File: src/rtl/hazard_if.sv
// Hazard/scheduler bundle between the RV32I pipeline (master) and hazard_sched (slave).
interface hazard_if;
    localparam int unsigned REG_W = 5;

    // Pipeline register indices and controls
    logic [REG_W-1:0] Rs1D;
    logic [REG_W-1:0] Rs2D;
    logic [REG_W-1:0] Rs1E;
    logic [REG_W-1:0] Rs2E;
    logic [REG_W-1:0] RdE;
    logic [REG_W-1:0] RdM;
    logic [REG_W-1:0] RdW;
    logic             RegWriteM;
    logic             RegWriteW;
    logic [1:0]       ResultSrcE;
    logic             PCSrcE;
    logic             McReqE;
    logic             McDone;

    // Hazard-unit controls back to the pipeline
    logic [1:0]       ForwardAE;
    logic [1:0]       ForwardBE;
    logic             StallF;
    logic             StallD;
    logic             StallE;
    logic             FlushD;
    logic             FlushE;
    logic             FlushM;
    logic             McStart;
    logic             McBusy;
    logic             McErr;

    modport master (
        output Rs1D, Rs2D, Rs1E, Rs2E, RdE, RdM, RdW,
        output RegWriteM, RegWriteW, ResultSrcE, PCSrcE, McReqE, McDone,
        input  ForwardAE, ForwardBE, StallF, StallD, StallE,
        input  FlushD, FlushE, FlushM, McStart, McBusy, McErr
    );

    modport slave (
        input  Rs1D, Rs2D, Rs1E, Rs2E, RdE, RdM, RdW,
        input  RegWriteM, RegWriteW, ResultSrcE, PCSrcE, McReqE, McDone,
        output ForwardAE, ForwardBE, StallF, StallD, StallE,
        output FlushD, FlushE, FlushM, McStart, McBusy, McErr
    );
endinterface

File: src/rtl/hazard_sched.sv
// Hazard controller: operand forwarding, load-use / branch stall-flush,
// and start/done sequencing of the external multicycle MUL/DIV unit.
module hazard_sched #(
    parameter int unsigned MC_TIMEOUT = 64
) (
    input logic     clk,
    input logic     rst,
    hazard_if.slave hif
);
    localparam int unsigned CNT_W = 7;

    typedef enum logic [1:0] {
        IDLE = 2'd0,
        RUN  = 2'd1,
        DONE = 2'd2
    } state_e;

    state_e           state_q, state_d;
    logic [CNT_W-1:0] cnt_q, cnt_d;
    logic             err_q, err_d;

    logic             lw_stall;
    logic             mc_hold;
    logic             br_flush;

    // Execute-operand forwarding; memory stage beats writeback, x0 never forwards
    always_comb begin
        hif.ForwardAE = 2'b00;
        hif.ForwardBE = 2'b00;
        if (hif.RegWriteM && (hif.RdM != '0) && (hif.RdM == hif.Rs1E)) begin
            hif.ForwardAE = 2'b10;
        end else if (hif.RegWriteW && (hif.RdW != '0) && (hif.RdW == hif.Rs1E)) begin
            hif.ForwardAE = 2'b01;
        end
        if (hif.RegWriteM && (hif.RdM != '0) && (hif.RdM == hif.Rs2E)) begin
            hif.ForwardBE = 2'b10;
        end else if (hif.RegWriteW && (hif.RdW != '0) && (hif.RdW == hif.Rs2E)) begin
            hif.ForwardBE = 2'b01;
        end
    end

    // Multicycle sequencer state, timeout counter and sticky error flag
    always_ff @(posedge clk or negedge rst) begin
        if (!rst) begin
            state_q <= IDLE;
            cnt_q   <= '0;
            err_q   <= 1'b0;
        end else begin
            state_q <= state_d;
            cnt_q   <= cnt_d;
            err_q   <= err_d;
        end
    end

    // Next state: McDone wins over a coincident timeout; DONE always returns to IDLE
    always_comb begin
        state_d = state_q;
        cnt_d   = cnt_q;
        err_d   = err_q;
        unique case (state_q)
            IDLE: begin
                if (hif.McReqE) begin
                    state_d = RUN;
                    cnt_d   = '0;
                end
            end
            RUN: begin
                cnt_d = cnt_q + CNT_W'(1);
                if (hif.McDone) begin
                    state_d = DONE;
                end else if (cnt_q == CNT_W'(MC_TIMEOUT - 1)) begin
                    state_d = DONE;
                    err_d   = 1'b1;
                end
            end
            DONE: begin
                state_d = IDLE;
            end
            default: begin
                state_d = IDLE;
            end
        endcase
    end

    // Stall/flush/start outputs; a held multicycle op masks branch and load-use hazards
    always_comb begin
        lw_stall = (hif.ResultSrcE == 2'b01) && (hif.RdE != '0) &&
                   ((hif.RdE == hif.Rs1D) || (hif.RdE == hif.Rs2D));
        mc_hold  = ((state_q == IDLE) && hif.McReqE) || (state_q == RUN);
        br_flush = hif.PCSrcE;

        hif.McStart = (state_q == IDLE) && hif.McReqE;
        hif.McBusy  = (state_q == RUN);
        hif.McErr   = err_q;
        hif.StallF  = (lw_stall && !br_flush) || mc_hold;
        hif.StallD  = (lw_stall && !br_flush) || mc_hold;
        hif.StallE  = mc_hold;
        hif.FlushD  = br_flush && !mc_hold;
        hif.FlushE  = (lw_stall || br_flush) && !mc_hold;
        hif.FlushM  = mc_hold;
    end
endmodule
File: src/flat_wrapper.sv
// flat-port wrapper written by rule: the top's interface ports become plain ports
module hazard_sched_flat 
#(
    parameter int unsigned MC_TIMEOUT = 64
)
  (clk, rst, hif_Rs1D, hif_Rs2D, hif_Rs1E, hif_Rs2E, hif_RdE, hif_RdM, hif_RdW, hif_RegWriteM, hif_RegWriteW, hif_ResultSrcE, hif_PCSrcE, hif_McReqE, hif_McDone, hif_ForwardAE, hif_ForwardBE, hif_StallF, hif_StallD, hif_StallE, hif_FlushD, hif_FlushE, hif_FlushM, hif_McStart, hif_McBusy, hif_McErr);
  hazard_if hif_i ();
  input logic clk;
  input logic rst;
  input wire logic [$bits(hif_i.Rs1D)-1:0] hif_Rs1D;
  input wire logic [$bits(hif_i.Rs2D)-1:0] hif_Rs2D;
  input wire logic [$bits(hif_i.Rs1E)-1:0] hif_Rs1E;
  input wire logic [$bits(hif_i.Rs2E)-1:0] hif_Rs2E;
  input wire logic [$bits(hif_i.RdE)-1:0] hif_RdE;
  input wire logic [$bits(hif_i.RdM)-1:0] hif_RdM;
  input wire logic [$bits(hif_i.RdW)-1:0] hif_RdW;
  input wire logic [$bits(hif_i.RegWriteM)-1:0] hif_RegWriteM;
  input wire logic [$bits(hif_i.RegWriteW)-1:0] hif_RegWriteW;
  input wire logic [$bits(hif_i.ResultSrcE)-1:0] hif_ResultSrcE;
  input wire logic [$bits(hif_i.PCSrcE)-1:0] hif_PCSrcE;
  input wire logic [$bits(hif_i.McReqE)-1:0] hif_McReqE;
  input wire logic [$bits(hif_i.McDone)-1:0] hif_McDone;
  output wire logic [$bits(hif_i.ForwardAE)-1:0] hif_ForwardAE;
  output wire logic [$bits(hif_i.ForwardBE)-1:0] hif_ForwardBE;
  output wire logic [$bits(hif_i.StallF)-1:0] hif_StallF;
  output wire logic [$bits(hif_i.StallD)-1:0] hif_StallD;
  output wire logic [$bits(hif_i.StallE)-1:0] hif_StallE;
  output wire logic [$bits(hif_i.FlushD)-1:0] hif_FlushD;
  output wire logic [$bits(hif_i.FlushE)-1:0] hif_FlushE;
  output wire logic [$bits(hif_i.FlushM)-1:0] hif_FlushM;
  output wire logic [$bits(hif_i.McStart)-1:0] hif_McStart;
  output wire logic [$bits(hif_i.McBusy)-1:0] hif_McBusy;
  output wire logic [$bits(hif_i.McErr)-1:0] hif_McErr;
  assign hif_i.Rs1D = hif_Rs1D;
  assign hif_i.Rs2D = hif_Rs2D;
  assign hif_i.Rs1E = hif_Rs1E;
  assign hif_i.Rs2E = hif_Rs2E;
  assign hif_i.RdE = hif_RdE;
  assign hif_i.RdM = hif_RdM;
  assign hif_i.RdW = hif_RdW;
  assign hif_i.RegWriteM = hif_RegWriteM;
  assign hif_i.RegWriteW = hif_RegWriteW;
  assign hif_i.ResultSrcE = hif_ResultSrcE;
  assign hif_i.PCSrcE = hif_PCSrcE;
  assign hif_i.McReqE = hif_McReqE;
  assign hif_i.McDone = hif_McDone;
  assign hif_ForwardAE = hif_i.ForwardAE;
  assign hif_ForwardBE = hif_i.ForwardBE;
  assign hif_StallF = hif_i.StallF;
  assign hif_StallD = hif_i.StallD;
  assign hif_StallE = hif_i.StallE;
  assign hif_FlushD = hif_i.FlushD;
  assign hif_FlushE = hif_i.FlushE;
  assign hif_FlushM = hif_i.FlushM;
  assign hif_McStart = hif_i.McStart;
  assign hif_McBusy = hif_i.McBusy;
  assign hif_McErr = hif_i.McErr;
  hazard_sched #(.MC_TIMEOUT(MC_TIMEOUT)) u_core (.clk(clk), .rst(rst), .hif(hif_i));
endmodule
File: config.mk
export PLATFORM = sky130hd
export DESIGN_NAME = hazard_sched_flat
export DESIGN_NICKNAME = d
export VERILOG_FILES = /design/src/rtl/hazard_if.sv /design/src/rtl/hazard_sched.sv /design/src/flat_wrapper.sv
export SDC_FILE = /design/constraint.sdc
export NUM_CORES = 1
export LEC_CHECK = 0
export ABC_CLOCK_PERIOD_IN_PS = 2200
export CORE_MARGIN = 5
export CORE_UTILIZATION = 36
export DETAILED_ROUTE_END_ITERATION = 10
export PLACE_DENSITY = 0.75
export SYNTH_ARGS = -nofsm -noshare
export SYNTH_HDL_FRONTEND = slang
export SYNTH_SLANG_ARGS = --single-unit
File: constraint.sdc
create_clock -name clk -period 2.2 [get_ports clk]
set_input_delay 0.44 -clock clk [delete_from_list [all_inputs] [get_ports clk]]
set_output_delay 0.44 -clock clk [all_outputs]
set_load 0.05 [all_outputs]
==> results.json, run 1 <==
{
  "yosys-top-cells-area": "dfrtp_1, xor2_1, xnor2_1",
  "crit_chain": "buf_6, or4_4, o21ai_2, buf_4, or4_4, nor4_4, buf_12",
  "drcViolationCount": 0,
  "clk_pin_slew_worst_paths_ns": 0.06,
  "routed_via_density": 5.08,
  "grt_start_max_net_pins": 12,
  "finalMaxSlewViolations": 0,
  "worst_pin_slew_ns": 0.498,
  "final.setup_skew_ns": 0.00808,
  "start_util_pct": 36.9,
  "root_buffer": "clkbuf_4",
  "worst_r2r_path_depth": 5,
  "core-area_mm2": 0.00243,
  "layout_commonest_cell": "buf_4",
  "cts_made_buffers": 3,
  "finalHoldViolations": 0,
  "crit_top_cell": "or4_4",
  "syn_to_final_growth_pct": 110,
  "startpoint_type": "input port",
  "hold_path_class": "reg2reg",
  "max_freq_mhz": 433,
  "leakage_nw": 0.890,
  "reg2reg_to": "u_core.state_q[0]",
  "cp.required_ns": 1.76,
  "place_area_mm2": 0.00175,
  "ys_ff_latch": 10,
  "critPathKind": "in2out",
  "period_share_pct": 105,
  "num_io_pins": 57,
  "final-setup-viol-count": 2,
  "overflow": 0,
  "avgSynthCellArea_um2": 8.56,
  "critPathMaxStageDelay_ns": 0.54,
  "hpwl_mm": 2.63,
  "syn_area_um2": 898,
  "yosysSeqAreaShare_pct": 27.9,
  "power_switching_mw": 0.424,
  "antenna_cells": 0,
  "nFillCells": 180,
  "clkPwrFrac_pct": 12.8,
  "met1_length_mm": 1.40,
  "cts_tree": "done",
  "yosysWarnings": 0,
  "via_count": 1097,
  "r2r_setup_slack_ns": 0.78,
  "run_status": "finished with violations",
  "yosysTopAreaCellShare_pct": 27.9,
  "r2r-start": "u_core.cnt_q[0]",
  "p_per_area_mw_per_mm2": 512,
  "clock_latency_ns": 0.27,
  "num_rows": 18,
  "drtPass1Iterations": 4,
  "nNetsFinal": 233,
  "fin_area_mm2": 0.00189,
  "final_cell_mix": "buf_4, xor2_1, clkdlybuf4s50_1",
  "synth_area_leader_cell": "dfrtp_1",
  "critPathArrivalTime_ns": 1.87,
  "drive_gt1_share_pct": 39.8,
  "power_mw": 0.965,
  "die_h_um": 60.0,
  "routed_wl_mm": 3.38,
  "worstHoldStart": "u_core.hif.McErr",
  "grt_pass1_vias": 1163,
  "slowest_stage": "or4_4",
  "clock-sinks": 10,
  "fin_ws_ns": -0.111,
  "netSwitchingFraction_pct": 43.9,
  "whs_ns": 0.466,
  "fin_setup_tns_ns": -0.149,
  "drt-wirelength-per-cell_um": 15.6,
  "violations": "negative setup slack",
  "ys_types": 31,
  "route.met3.wl_um": 233,
  "cap_violations": 0,
  "grtUsageTotal_pct": 20.1,
  "antenna_found_initial": 0,
  "critPathCaptureType": "output port",
  "grt_first_pass_wirelength_mm": 5.33,
  "fp.dieW_um": 60.0,
  "worstHoldEndpoint": "u_core.hif.McErr",
  "rsz0062_at_grt": "yes",
  "slew_headroom_pct": 66.7,
  "top_layer": "met4",
  "p_seq_share_pct": 25.6,
  "clock_path_buffers": 2,
  "first_iter_violations": 74,
  "internal_power_mw": 0.541,
  "die_area_mm2": 0.00359,
  "io_buffers": 56,
  "h-tree-depth": 1,
  "syn_inst": 105,
  "irDropWorstVdd_v": 0.000516,
  "synth_nets": 150,
  "dr_wl_met2_mm": 1.68,
  "hold_depth": 1,
  "combPwrFrac_pct": 61.6,
  "gp_congestion": 0.838,
  "ant_nets": 0,
  "layout_min_cycle_time_ns": 2.31,
  "cp_max_fo": 3
}
-- repair_timing --
action | in CTS | in global routing
pin swaps | 17 | 13
hold buffers | 0 | 0
setup buffers | 2 | 1
resized for setup | 57 | 36
endpoints found under the setup margin | 7 | 7
-- logic make-up (layout without fill, tap and decap cells) --
logic type,Yosys count,in the layout,synth area share [%]
flops,10,10,27.9
xor+xnor,30,30,29.2
fa+ha+maj,1,1,1.39
simple gates,35,35,21.4
compound gates,21,21,15.2
buf+inv,7,88,3.76
mux,1,1,1.11
-- cell type report --
class	count	area, um2	area share, %
timing repair buffer	81	803	42.6
multi-input combinational	88	757	40.1
sequential	10	250	13.3
tap	30	37.5	1.99
clock buffer	3	22.5	1.19
inverter	4	15.0	0.796
-- worst max-delay path by stage --
stage / slack [ns] / from / end
floorplan: -0.12 / hif_RdM[4] / hif_ForwardAE[0]
global placement: -0.51 / hif_RdW[0] / hif_ForwardBE[0]
detailed placement: -0.54 / hif_RdW[0] / hif_ForwardAE[0]
CTS: -0.15 / hif_RdM[2] / hif_ForwardAE[0]
global route: -0.15 / hif_RdW[0] / hif_ForwardBE[0]
finish: -0.11 / hif_RdW[4] / hif_ForwardBE[0]
-- cell usage after synthesis (all sizes together) --
| library cell | instances |
|---|---|
| nor3 | 2 |
| and2 | 1 |
| nand2b | 1 |
| o21ai | 9 |
| o2111ai | 1 |
| o31ai | 2 |
| inv | 4 |
| o21bai | 2 |
| nor3b | 1 |
| a21oi | 2 |
| a22o | 1 |
| and3 | 1 |
| or4 | 5 |
| a22oi | 1 |
| clkbuf | 1 |
| o21a | 1 |
| dfrtp | 10 |
| buf | 2 |
| ha | 1 |
| xor2 | 24 |
| nor4 | 4 |
| nor2 | 9 |
| mux2i | 1 |
| nand2 | 6 |
| nand3 | 5 |
| xnor2 | 6 |
| a21o | 1 |
| o211ai | 1 |
-- layer usage --
layer	global-route usage, %	vias to the layer above
met3	3.24	7
met5	0	-
met4	7.91	0
met1	23.5	505
li1	-	538
met2	36.1	47
-- sequential cells by signal (all words and copies together), names as in the netlist --
| signal | flops |
|---|---|
| u_core.hif.McErr | 1 |
| u_core.state_q | 2 |
| u_core.cnt_q | 7 |
-- power groups by stage --
| stage | clock network [mW] | registers, mW | logic (mW) |
|---|---|---|---|
| global placement | 0 | 0.248 | 0.557 |
| detailed placement | 0 | 0.249 | 0.568 |
| floorplan | 0 | 0.243 | 0.319 |
| CTS | 0.124 | 0.246 | 0.587 |
| finish | 0.124 | 0.247 | 0.595 |
| global route | 0.139 | 0.255 | 0.634 |
-- critical path: cells and delay by family --
family          cells  cell delay (ns)
simple gates        3             0.99
compound gates      1             0.06
buf+inv             3             0.39
-- metrics by stage --
step / util, % / cells / worst slack (ns)
after floorplan: - / 105 / -0.122
after global placement: 72.0 / 210 / -0.506
after detailed placement: 72.0 / 210 / -0.535
after CTS: 76.0 / 215 / -0.147
after global routing: 77.5 / 216 / -0.154
final: 77.5 / 216 / -0.111
No activity file was read; power rests on OpenSTA's default activity.
==> run 2: changes to the inputs <==
--- a/config.mk
+++ b/config.mk
@@ -5,11 +5,11 @@
 export SDC_FILE = /design/constraint.sdc
 export NUM_CORES = 1
 export LEC_CHECK = 0
-export ABC_CLOCK_PERIOD_IN_PS = 2200
+export ABC_CLOCK_PERIOD_IN_PS = 2800
 export CORE_MARGIN = 5
-export CORE_UTILIZATION = 36
+export CORE_UTILIZATION = 39
 export DETAILED_ROUTE_END_ITERATION = 10
-export PLACE_DENSITY = 0.75
+export PLACE_DENSITY = 0.81
 export SYNTH_ARGS = -nofsm -noshare
 export SYNTH_HDL_FRONTEND = slang
 export SYNTH_SLANG_ARGS = --single-unit
==> constraint.sdc (replaced) <==
create_clock -name clk -period 2.8 [get_ports clk]
set_input_delay 0.56 -clock clk [delete_from_list [all_inputs] [get_ports clk]]
set_output_delay 0.56 -clock clk [all_outputs]
set_load 0.05 [all_outputs]
==> run 2 against run 1 <==
The flow now finishes without violations. Via count decreased by 6.6%. Final cell count fell by 7.4%. Largest cell class is now multi-input gates. Die area shrank 6.4%. First-iteration DRC count fell by 54%. Combinational power is 29% lower. Critical endpoint is now hif_ForwardBE[1]. Setup slack better by 0.19 ns. Count of clock-buffer cells in the layout unchanged. Sequential share of layout area grew 1.7 points. Final area shrank 11%. Non-clock buffer count down 14. Hold slack gained 0.0024 ns.
==> results.json, run 2 (synthesis results as in run 1) <==
{
  "run_status": "completed",
  "drt-wirelength-per-cell_um": 16.6,
  "core-area_mm2": 0.00221,
  "clk_pin_slew_worst_paths_ns": 0.06,
  "nFillCells": 163,
  "place_area_mm2": 0.00159,
  "drcViolationCount": 0,
  "fp.dieW_um": 58.0,
  "first_iter_violations": 34,
  "cts_tree": "done",
  "nNetsFinal": 219,
  "power_mw": 0.716,
  "whs_ns": 0.469,
  "drtPass1Iterations": 4,
  "root_buffer": "clkbuf_4",
  "drive_gt1_share_pct": 19.2,
  "num_io_pins": 57,
  "cp.required_ns": 2.24,
  "die_h_um": 58.0,
  "cp_max_fo": 3,
  "grt_start_max_net_pins": 11,
  "cts_made_buffers": 3,
  "grt_pass1_vias": 1151,
  "startpoint_type": "input port",
  "clock_latency_ns": 0.26,
  "rsz0062_at_grt": "no",
  "finalMaxSlewViolations": 0,
  "io_buffers": 56,
  "multiInputGateArea_um2": 681,
  "leakage_nw": 0.760,
  "syn_to_final_growth_pct": 86.1,
  "layout_min_cycle_time_ns": 2.72,
  "critPathArrivalTime_ns": 2.16,
  "fin_area_mm2": 0.00167,
  "start_util_pct": 40.6,
  "post-route-util_pct": 75.6,
  "period_share_pct": 97.0,
  "final_cell_mix": "clkdlybuf4s50_1, xor2_1, buf_4",
  "h-tree-depth": 1,
  "fin_setup_tns_ns": 0,
  "critPathCaptureType": "output port",
  "ant_nets": 0,
  "finalHoldViolations": 0,
  "clock_path_buffers": 2,
  "routed_wl_mm": 3.32,
  "hpwl_mm": 2.69,
  "p_per_area_mw_per_mm2": 429,
  "irDropWorstVdd_v": 0.000430,
  "routed_via_density": 5.13,
  "clock-sinks": 10,
  "top_register": "u_core.cnt_q",
  "via_count": 1025,
  "antenna_cells": 0,
  "largest_reg_flops": 7,
  "critPathKind": "in2out",
  "final-setup-viol-count": 0,
  "cap_violations": 0,
  "worst_pin_slew_ns": 0.501,
  "layout_commonest_cell": "clkdlybuf4s50_1",
  "grtUsageTotal_pct": 20.1,
  "overflow": 0,
  "num_rows": 17,
  "hold_path_class": "reg2reg",
  "max_freq_mhz": 368,
  "die_area_mm2": 0.00336,
  "holdBufCountCts": 0,
  "seqCellArea_um2": 250,
  "gp_congestion": 0.915,
  "slew_headroom_pct": 66.5,
  "antenna_found_initial": 0,
  "grt_first_pass_wirelength_mm": 5.20,
  "final.setup_skew_ns": 0.00513
}
## run 2: cell types whose count changed in the layout (fill, tap and decap cells not counted), moves of 3 or more
| cell | before | now |
|---|---|---|
| clkbuf_2 | 4 | 0 |
| buf_6 | 12 | 1 |
| clkdlybuf4s50_1 | 16 | 32 |
| clkdlybuf4s15_1 | 3 | 0 |
| buf_4 | 24 | 17 |
| o21ai_2 | 3 | 0 |
## run 2: report_power, final
group	total, mW	switching (mW)	internal, mW
sequential	0.195	0.0235	0.172
clock	0.0963	0.0468	0.0495
combinational	0.425	0.251	0.174
total	0.716	0.322	0.395
## run 2: path summary, 6_finish.rpt
| path | from | to | slack [ns] | depth (start not counted) |
|---|---|---|---|---|
| min in group asynchronous | rst | u_core.hif.McErr | 0.61 | 1 |
| hold reg to reg | u_core.hif.McErr | u_core.hif.McErr | 0.47 | 1 |
| hold / removal | u_core.hif.McErr | u_core.hif.McErr | 0.47 | 1 |
| setup reg to reg | u_core.cnt_q[0] | u_core.state_q[1] | 1.45 | 5 |
| max in group asynchronous | rst | u_core.cnt_q[3] | 1.87 | 1 |
| setup / recovery | hif_RdM[3] | hif_ForwardBE[1] | 0.08 | 6 |
## run 2: final cells by class
type | count | area share, %
tap | 28 | 2.10
clock buffer | 3 | 1.35
sequential | 10 | 15.0
timing repair buffer | 67 | 40.0
multi-input combinational | 88 | 40.7
inverter | 4 | 0.898
## run 2: critical path, stage by stage
cell and delay, ns:
clkdlybuf4s50_1 0.62, xnor2_1 0.15, nand3_1 0.14, nor4_4 0.38, buf_4 0.19, buf_12 0.12
## run 2: metal layers
metal	routed length (um)	GRT usage (%)	share of wire, %
met5	0	0	0
met4	19	5.96	0.57
met3	249	5.12	7.5
met2	1620	34.2	49
met1	1430	24.9	43
## run 2: per-stage QoR
stage | setup WS, ns | instances
5_1_grt | 0.0476 | 200
2_1_floorplan | -0.197 | 105
6_report | 0.0828 | 200
4_1_cts | 0.000529 | 199
3_3_place_gp | -0.124 | 196
3_5_place_dp | -0.181 | 196
## run 2: repair_timing
action	CTS	global route
endpoints found under the setup margin	2	2
endpoints found under the hold margin	0	0
setup buffers	0	1
gates resized for setup	14	7
pin swaps	5	4
